## src/rtl/ps2_pkg.sv

```systemverilog
// Shared types and reserved byte values for the PS/2 keyboard receiver.
package ps2_pkg;

   typedef enum logic [1:0] {
      IDLE,
      DATA,
      PARITY,
      STOP
   } ps2_state_t;

   localparam logic [7:0] PS2_BREAK  = 8'hF0;
   localparam logic [7:0] PS2_EXT    = 8'hE0;
   localparam logic [7:0] PS2_BAT    = 8'hAA;
   localparam logic [7:0] PS2_ACK    = 8'hFA;
   localparam logic [7:0] PS2_RESEND = 8'hFE;
   localparam logic [7:0] PS2_NOKEY  = 8'h00;
   localparam logic [7:0] PS2_OVF    = 8'hFF;

   function automatic logic is_ignored(input logic [7:0] b);
      return (b == PS2_BAT) || (b == PS2_ACK) ||
             (b == PS2_RESEND) || (b == PS2_NOKEY) ||
             (b == PS2_OVF);
   endfunction

endpackage

```

## src/rtl/ps2_line_filter.sv

```systemverilog
// Synchronises the PS/2 lines, deglitches the clock and
// emits a one-cycle strobe on each filtered falling edge.
module ps2_line_filter
   import ps2_pkg::*;
#(
   parameter int FILTER_LEN = 8
) (
   input  logic clk,
   input  logic rst_n,
   input  logic ps2_clk,
   input  logic ps2_dat,
   output logic fall,
   output logic dat
);

   logic [1:0]            clk_sync;
   logic [1:0]            dat_sync;
   logic [FILTER_LEN-1:0] hist;
   logic                  filt;
   logic                  all_hi;
   logic                  all_lo;

   assign all_hi = &hist;
   assign all_lo = ~|hist;
   assign dat    = dat_sync[1];

   always_ff @(posedge clk or negedge rst_n) begin
      if (!rst_n) begin
         clk_sync <= 2'b11;
         dat_sync <= 2'b11;
         hist     <= '1;
         filt     <= 1'b1;
         fall     <= 1'b0;
      end else begin
         clk_sync <= {clk_sync[0], ps2_clk};
         dat_sync <= {dat_sync[0], ps2_dat};
         hist     <= {hist[FILTER_LEN-2:0], clk_sync[1]};
         fall     <= filt & all_lo;
         if (all_hi)
            filt <= 1'b1;
         else if (all_lo)
            filt <= 1'b0;
      end
   end

endmodule

```

## src/rtl/ps2_keycode_rx.sv

```systemverilog
// PS/2 Set-2 receiver: frame FSM, timeout and make/break
// decoding into a held KEYCODE.
module ps2_keycode_rx
   import ps2_pkg::*;
#(
   parameter int FILTER_LEN     = 8,
   parameter int TIMEOUT_CYCLES = 10000
) (
   input  logic       CLOCK_50,
   input  logic       RESET_N,
   input  logic       PS2_CLK,
   input  logic       PS2_DAT,
   output logic [7:0] KEYCODE,
   output logic       PRESSED,
   output logic       KEY_VALID,
   output logic       FRAME_ERR
);

   localparam int TO_W = $clog2(TIMEOUT_CYCLES);
   localparam logic [TO_W-1:0] TO_MAX =
      TO_W'(TIMEOUT_CYCLES - 1);

   logic            fall;
   logic            dat;
   ps2_state_t      state;
   logic [2:0]      bit_cnt;
   logic [7:0]      shreg;
   logic            par;
   logic [TO_W-1:0] to_cnt;
   logic            brk;
   logic            ext;
   logic            good;

   ps2_line_filter #(
      .FILTER_LEN(FILTER_LEN)
   ) u_filter (
      .clk    (CLOCK_50),
      .rst_n  (RESET_N),
      .ps2_clk(PS2_CLK),
      .ps2_dat(PS2_DAT),
      .fall   (fall),
      .dat    (dat)
   );

   // Stop bit high and odd parity over data plus parity bit.
   assign good = dat & (^{shreg, par});

   always_ff @(posedge CLOCK_50 or negedge RESET_N) begin
      if (!RESET_N) begin
         state     <= IDLE;
         bit_cnt   <= '0;
         shreg     <= '0;
         par       <= 1'b0;
         to_cnt    <= '0;
         brk       <= 1'b0;
         ext       <= 1'b0;
         KEYCODE   <= PS2_NOKEY;
         PRESSED   <= 1'b0;
         KEY_VALID <= 1'b0;
         FRAME_ERR <= 1'b0;
      end else begin
         KEY_VALID <= 1'b0;
         FRAME_ERR <= 1'b0;
         if (state == IDLE || fall)
            to_cnt <= '0;
         else
            to_cnt <= to_cnt + 1'b1;

         if (state != IDLE && !fall && to_cnt == TO_MAX) begin
            state     <= IDLE;
            FRAME_ERR <= 1'b1;
            brk       <= 1'b0;
            ext       <= 1'b0;
         end else if (fall) begin
            unique case (state)
               IDLE: begin
                  if (!dat) begin
                     state   <= DATA;
                     bit_cnt <= '0;
                  end
               end
               DATA: begin
                  shreg   <= {dat, shreg[7:1]};
                  bit_cnt <= bit_cnt + 1'b1;
                  if (bit_cnt == 3'd7)
                     state <= PARITY;
               end
               PARITY: begin
                  par   <= dat;
                  state <= STOP;
               end
               STOP: begin
                  state <= IDLE;
                  if (!good) begin
                     FRAME_ERR <= 1'b1;
                     brk       <= 1'b0;
                     ext       <= 1'b0;
                  end else if (shreg == PS2_BREAK) begin
                     brk <= 1'b1;
                  end else if (shreg == PS2_EXT) begin
                     ext <= 1'b1;
                  end else if (!is_ignored(shreg)) begin
                     if (ext) begin
                        brk <= 1'b0;
                        ext <= 1'b0;
                     end else if (brk) begin
                        brk <= 1'b0;
                        if (shreg == KEYCODE) begin
                           KEYCODE <= PS2_NOKEY;
                           PRESSED <= 1'b0;
                        end
                     end else begin
                        KEYCODE   <= shreg;
                        PRESSED   <= 1'b1;
                        KEY_VALID <= 1'b1;
                     end
                  end
               end
               default: state <= IDLE;
            endcase
         end
      end
   end

endmodule
```

## config.mk

```make
export PLATFORM = sky130hd
export DESIGN_NAME = ps2_keycode_rx
export DESIGN_NICKNAME = d
export VERILOG_FILES = /design/src/rtl/ps2_pkg.sv /design/src/rtl/ps2_line_filter.sv /design/src/rtl/ps2_keycode_rx.sv
export SDC_FILE = /design/constraint.sdc
export NUM_CORES = 1
export LEC_CHECK = 0
export BUFFER_PORTS_ARGS = -buffer_cell sky130_fd_sc_hd__clkbuf_2
export CAP_MARGIN = 20
export CORE_MARGIN = 3
export CORE_UTILIZATION = 60
export CTS_CLUSTER_DIAMETER = 200
export CTS_CLUSTER_SIZE = 14
export DETAILED_ROUTE_END_ITERATION = 10
export PLACE_DENSITY = 0.79
export SETUP_SLACK_MARGIN = 0.5
export SLEW_MARGIN = 20
export SYNTH_ARGS = -nofsm -noshare
export SYNTH_HDL_FRONTEND = slang
export SYNTH_SLANG_ARGS = --single-unit
```

## constraint.sdc

```tcl
create_clock -name CLOCK_50 -period 2.7 [get_ports CLOCK_50]
set_input_delay 0.27 -clock CLOCK_50 [delete_from_list [all_inputs] [get_ports CLOCK_50]]
set_output_delay 0.27 -clock CLOCK_50 [all_outputs]
set_load 0.02 [all_outputs]
```

# After elaboration in Yosys (flattened, before gate mapping)
# Index checks and enable logic that the tools add are counted.
dict set report op_classes {
  n_addsub 2
  n_eq_ne 21
  muxes 40
  bitwise_logic 7
  n_reduce_logical 25
}
# op n
set ops {}
lappend ops {{== test 8 bit (second input constant)} 6}
lappend ops {{two-way mux 1 bit} 30}
lappend ops {{two-way mux 8 bit} 2}
lappend ops {{adder 14 x 1 -> 14 bit (second input constant)} 1}
lappend ops {{== test 14 bit (second input constant)} 1}
lappend ops {{two-way mux 14 bit} 1}
lappend ops {{!= test 4 bit (second input constant)} 3}
lappend ops {{AND reduction 4 bit} 3}
lappend ops {{!= test 3 bit (second input constant)} 3}
lappend ops {{AND reduction 3 bit} 3}
lappend ops {{AND reduction 9 bit} 1}
lappend ops {{parity 9 bit} 1}
lappend ops {{== test 8 bit} 1}
lappend ops {{logical NOT 8 bit} 1}
lappend ops {{two-way mux 2 bit} 4}
lappend ops {{one-hot mux 2 bit (4 select lines)} 1}
lappend ops {{AND reduction 8 bit} 1}
lappend ops {{nonzero test 2 bit} 4}
lappend ops {{OR reduction 8 bit} 1}
lappend ops {{one-hot mux 3 bit (2 select lines)} 1}
lappend ops {{logical OR 1 bit} 5}
lappend ops {{inverter 1 bit} 5}
lappend ops {{== test 2 bit (second input constant)} 2}
lappend ops {{!= test 2 x 1 -> 1 bit (second input constant)} 2}
lappend ops {{9 further kinds} 12}
dict set report totals {
  reg_bits 55
  inputBits 4
  out_inout_bits 11
  word_cells 111
}

# Depth between registers and ports, before layout
dict set report depth {
  depth_word 12
  mapped_depth 8
}

# Cells and area by module
# Synthesis repeated with hierarchy kept, for this count alone.
dict set report unflattened {
  cells_unflattened 213
  area_unflattened_um2 2641.3
}
# mod n_inst cells_per_inst area_each_um2
set by_module_without_submodules {}
lappend by_module_without_submodules {ps2_keycode_rx 1 192 2218.4}
lappend by_module_without_submodules {ps2_line_filter 1 21 422.9}

# Worst setup path after synthesis
# OpenSTA, ideal clock, no wires.
dict set report synth_path {
  kind {register to register}
  start {register state[0]}
  end {register state[0]}
  setup_time_ns 0.121
  t_arrival_ns 1.933
  required_ns 2.579
  slack_ns 0.646
  path_stages_with_launch 9
  path_buffers 1
  synth_period_minus_slack_ns 2.054
  path_cell_list {dfrtp_1 -> inv_1 -> ha_1 -> or2_1 -> clkbuf_1 -> nor4_1 -> nand4_1 -> a22o_1 -> a22o_1}
}
dict set report synth_between {
  elab_chain_len 5
}
# element line
set synth_lines {}
lappend synth_lines {{start, declared} ps2_keycode_rx.sv:25} ;# ps2_state_t state;
lappend synth_lines {{start signal, assigned} ps2_keycode_rx.sv:50} ;# state <= IDLE;
lappend synth_lines {{start signal, assigned} ps2_keycode_rx.sv:70} ;# state <= IDLE;
lappend synth_lines {{start signal, assigned} ps2_keycode_rx.sv:78} ;# state <= DATA;
lappend synth_lines {{branches (longest 5 deep; another with one-hot mux 2 bit (4 select lines))} --}
# Several ways; the timed one is not identified. The select of a mux whose other input is x is not followed.
# A chain may end at the register's enable or synchronous reset.

# Worst setup path after layout
dict set report layout_path {
  start {register shreg[7]}
  end {register KEYCODE[5]}
}
dict set report layout_between {
  elab_chain_len 7
}
# element line
set layout_lines {}
lappend layout_lines {{start, declared} ps2_keycode_rx.sv:27} ;# logic [7:0] shreg;
lappend layout_lines {{start signal, assigned} ps2_keycode_rx.sv:83} ;# shreg <= {dat, shreg[7:1]};
lappend layout_lines {{== test 8 bit} ps2_pkg.sv:20} ;# return (b == PS2_BAT) || (b == PS2_ACK) ||
lappend layout_lines {{logical OR 1 bit (2 in series)} ps2_pkg.sv:20}
lappend layout_lines {{logical OR 1 bit (2 in series)} ps2_pkg.sv:21} ;# (b == PS2_RESEND) || (b == PS2_NOKEY) ||
lappend layout_lines {{inverter 1 bit (no source line)} --}
lappend layout_lines {{AND reduction 9 bit (no source line) *} --}
lappend layout_lines {{end signal, assigned} ps2_keycode_rx.sv:113} ;# KEYCODE <= shreg;
lappend layout_lines {{end, declared} ps2_keycode_rx.sv:13} ;# output logic [7:0] KEYCODE,
# Mark *: on every way between the ends. The rest lies on a longest branch, timed or not.

==> reports/results.txt <==
row count - 22
Final Hold Viols - 0
Min-Delay Path Class - primary input to register
Routed WL - 4550 um
RSZ-0062 raised after global routing - no
switching share of power - 19.3%
skew final - 0.00547 ns
Die Area - 5010 um^2
initial antenna violation count - 0
antenna viol nets, final - 0
Peak VDD IR - 372 uV
routability congestion estimate - 0.892
Max clock buf depth - 2
startpoint types - register
status - completed
fin util - 72.4%
number of flops mapped to enable cells by yosys - 0
FILL cells - 262
Logic pwr share - 1.8%
wire per inst - 16.2 um
sequential power share - 60.0%
buffers plus inverters on the worst setup path - 0
mean post-synth cell area - 11.7 um^2
Rel. slew slack - 64.8%
diodes inserted - 0
share of cells above drive strength 1 - 24.0%
Pwr per Cell Area - 509 nW/um^2
CP arrival - 2.31 ns
die height - 70.8 um
flops & latches, synth - 55
Post-DP HPWL - 3310 um
fmax - 0.483 GHz
fraction of registers with async set/reset - 100%
core region area - 3850 um^2
Syn Nets - 226
root buffer cell - clkbuf_8
Power Internal - 1150 uW
# DRC - 0
Final Total Pwr - 1420 uW
final slew viol count - 0
Remaining Overflow, GRT - 0
gr usage total - 19.8%
sw power - 275 uW
P&R area growth vs syn - 10.7%
clk_lat worst skew - 0.30 ns
Netlist Area Pre-Place - 2520 um^2
Syn. warnings - 0
CTS sink cnt - 55
vias in the first global route - 1,743
setup_tns - 0 ns
Inserted Clock Buffers - 5
CP Class - register to register
Crit path largest cell delay - 0.50 ns
Seq/Total Area, Yosys - 55.3%
Worst-Margin Slew - 0.529 ns
CTS tree - done
IO Pins - 15
Via density - 5.97
leakage power - 0.00128 uW
clock share of power - 38.2%
CP endpoint kind - register
Post-Synthesis Cells - 215
min Tclk post-route - 2.07 ns
port buffer count - 14
Initial Utilization - 65.4%
crit-path max FO - 10
Worst Path Required - 2.94 ns
crit path cell chain - xnor2_1, xnor3_2, xnor2_4, and3b_2, a22o_1
Slowest-stage cell, CP - dfrtp_1
first-pass GRT wire length - 7990 um
highest-count cells in the layout ignoring fill and taps - dfrtp_1 (42), nor2_1 (17), xnor2_1 (16)
Layout Nets - 243
most common cell after layout, fill and taps aside - dfrtp_1
Hold WS - 0.0415 ns
setup violators final - 0
Worst-path clk slew - 0.09 ns
drt first pass iters - 4
Post-synth top flop - dfrtp_1
Max Cap Violations - 0
family with the most delay on the worst path - XOR/XNOR gates
starting DRC count in detailed routing - 85
H-tree levels - 2
Netlist cell types - 40
largest net degree at the start of global routing - 23
Die Width - 70.8 um
via count - 1,677
period utilization - 76.7%
## sequential cells by signal (all words and copies together) (netlist names)
name and count:
state 2, KEYCODE 8, u_filter.fall 1, ext 1, u_filter.hist 8, FRAME_ERR 1, PRESSED 1, u_filter.filt 1
KEY_VALID 1, to_cnt 14, bit_cnt 3, u_filter.clk_sync 2, shreg 8, par 1, u_filter.dat_sync 2, brk 1
## metal layers
layer,global-route usage (%),share of wire (%),vias to the layer above
li1,-,-,787
met2,31.5,48,58
met1,26.8,45,823
met3,4.97,5.6,9
met4,6.68,1.4,0
met5,0,0,-
## cell families (layout without fill, tap and decap cells)
| logic type | Yosys count | count (layout) | share of synthesized area [%] |
|---|---|---|---|
| adder cells (fa/ha/maj) | 7 | 7 | 3.48 |
| AND/OR/NAND/NOR | 68 | 68 | 13.9 |
| AO/OA/AOI/OAI | 31 | 31 | 9.04 |
| buffers and inverters | 18 | 36 | 3.18 |
| multiplexers | 10 | 10 | 4.42 |
| flip-flops | 55 | 55 | 55.3 |
| XOR/XNOR | 26 | 26 | 10.7 |
## final timing paths
check	start	to	slack, ns	cells after the start
max in group asynchronous	RESET_N	u_filter.hist[7]	1.53	3
setup reg to reg	shreg[7]	KEYCODE[5]	0.63	5
min in group asynchronous	RESET_N	PRESSED	0.46	2
setup / recovery	shreg[7]	KEYCODE[5]	0.63	5
hold / removal	PS2_DAT	u_filter.dat_sync[0]	0.04	1
hold reg to reg	u_filter.dat_sync[0]	u_filter.dat_sync[1]	0.36	0
## layout make-up
cell class	count	area, um^2	share of cell area (%)
tap	48	60.1	2.15
multi-input combinational	142	1060	38.1
timing repair buffer	21	125	4.49
clock buffer	8	123	4.40
inverter	7	26.3	0.942
sequential	55	1390	49.9
## timing repair
| item | CTS | global route |
|---|---|---|
| hold buffers | 1 | 0 |
| buffers inserted | 0 | 2 |
| endpoints found under the setup margin | 0 | 11 |
| resized for setup | 0 | 3 |
| endpoints found under the hold margin | 19 | 0 |
## worst reg2reg max path, delay by kind of cell (launching register included)
family | cells | cell delay [ns]
DFF | 1 | 0.50
xor gates and xnor gates | 3 | 0.99
and+or+nand+nor | 1 | 0.36
AOI/OAI and AO/OA | 1 | 0.18
## cell usage after synthesis, types with 3 or more instances
cell	instances	area (um^2)
inv_1	7	26.3
mux2_2	9	101
nor4_1	6	37.5
dfstp_2	13	342
xor2_1	7	61.3
xnor2_1	16	140
nand4_1	10	62.6
clkbuf_1	6	22.5
o21ai_0	6	30.0
nor2_1	17	63.8
dfrtp_1	42	1050
nand3_1	5	25.0
nand2_1	15	56.3
ha_1	7	87.6
and3_1	5	31.3
a22o_1	12	105
buf_2	3	15.0
## per-stage QoR
step,std cells,cell area [um^2],setup WS (ns)
floorplan,215,2520,0.646
finish,281,2790,0.628
detailed placement,270,2630,0.558
global route,281,2790,0.504
CTS,279,2760,0.564
global placement,270,2630,0.649
## power groups by stage
stage	Clock, uW	Sequential, uW	Combinational [uW]
after floorplan	0	863	6.49
after global placement	0	866	24.6
after detailed placement	0	867	26.0
after CTS	564	852	27.2
after global routing	601	854	30.5
final	542	852	25.9
No activity file was read; power rests on OpenSTA's default activity.
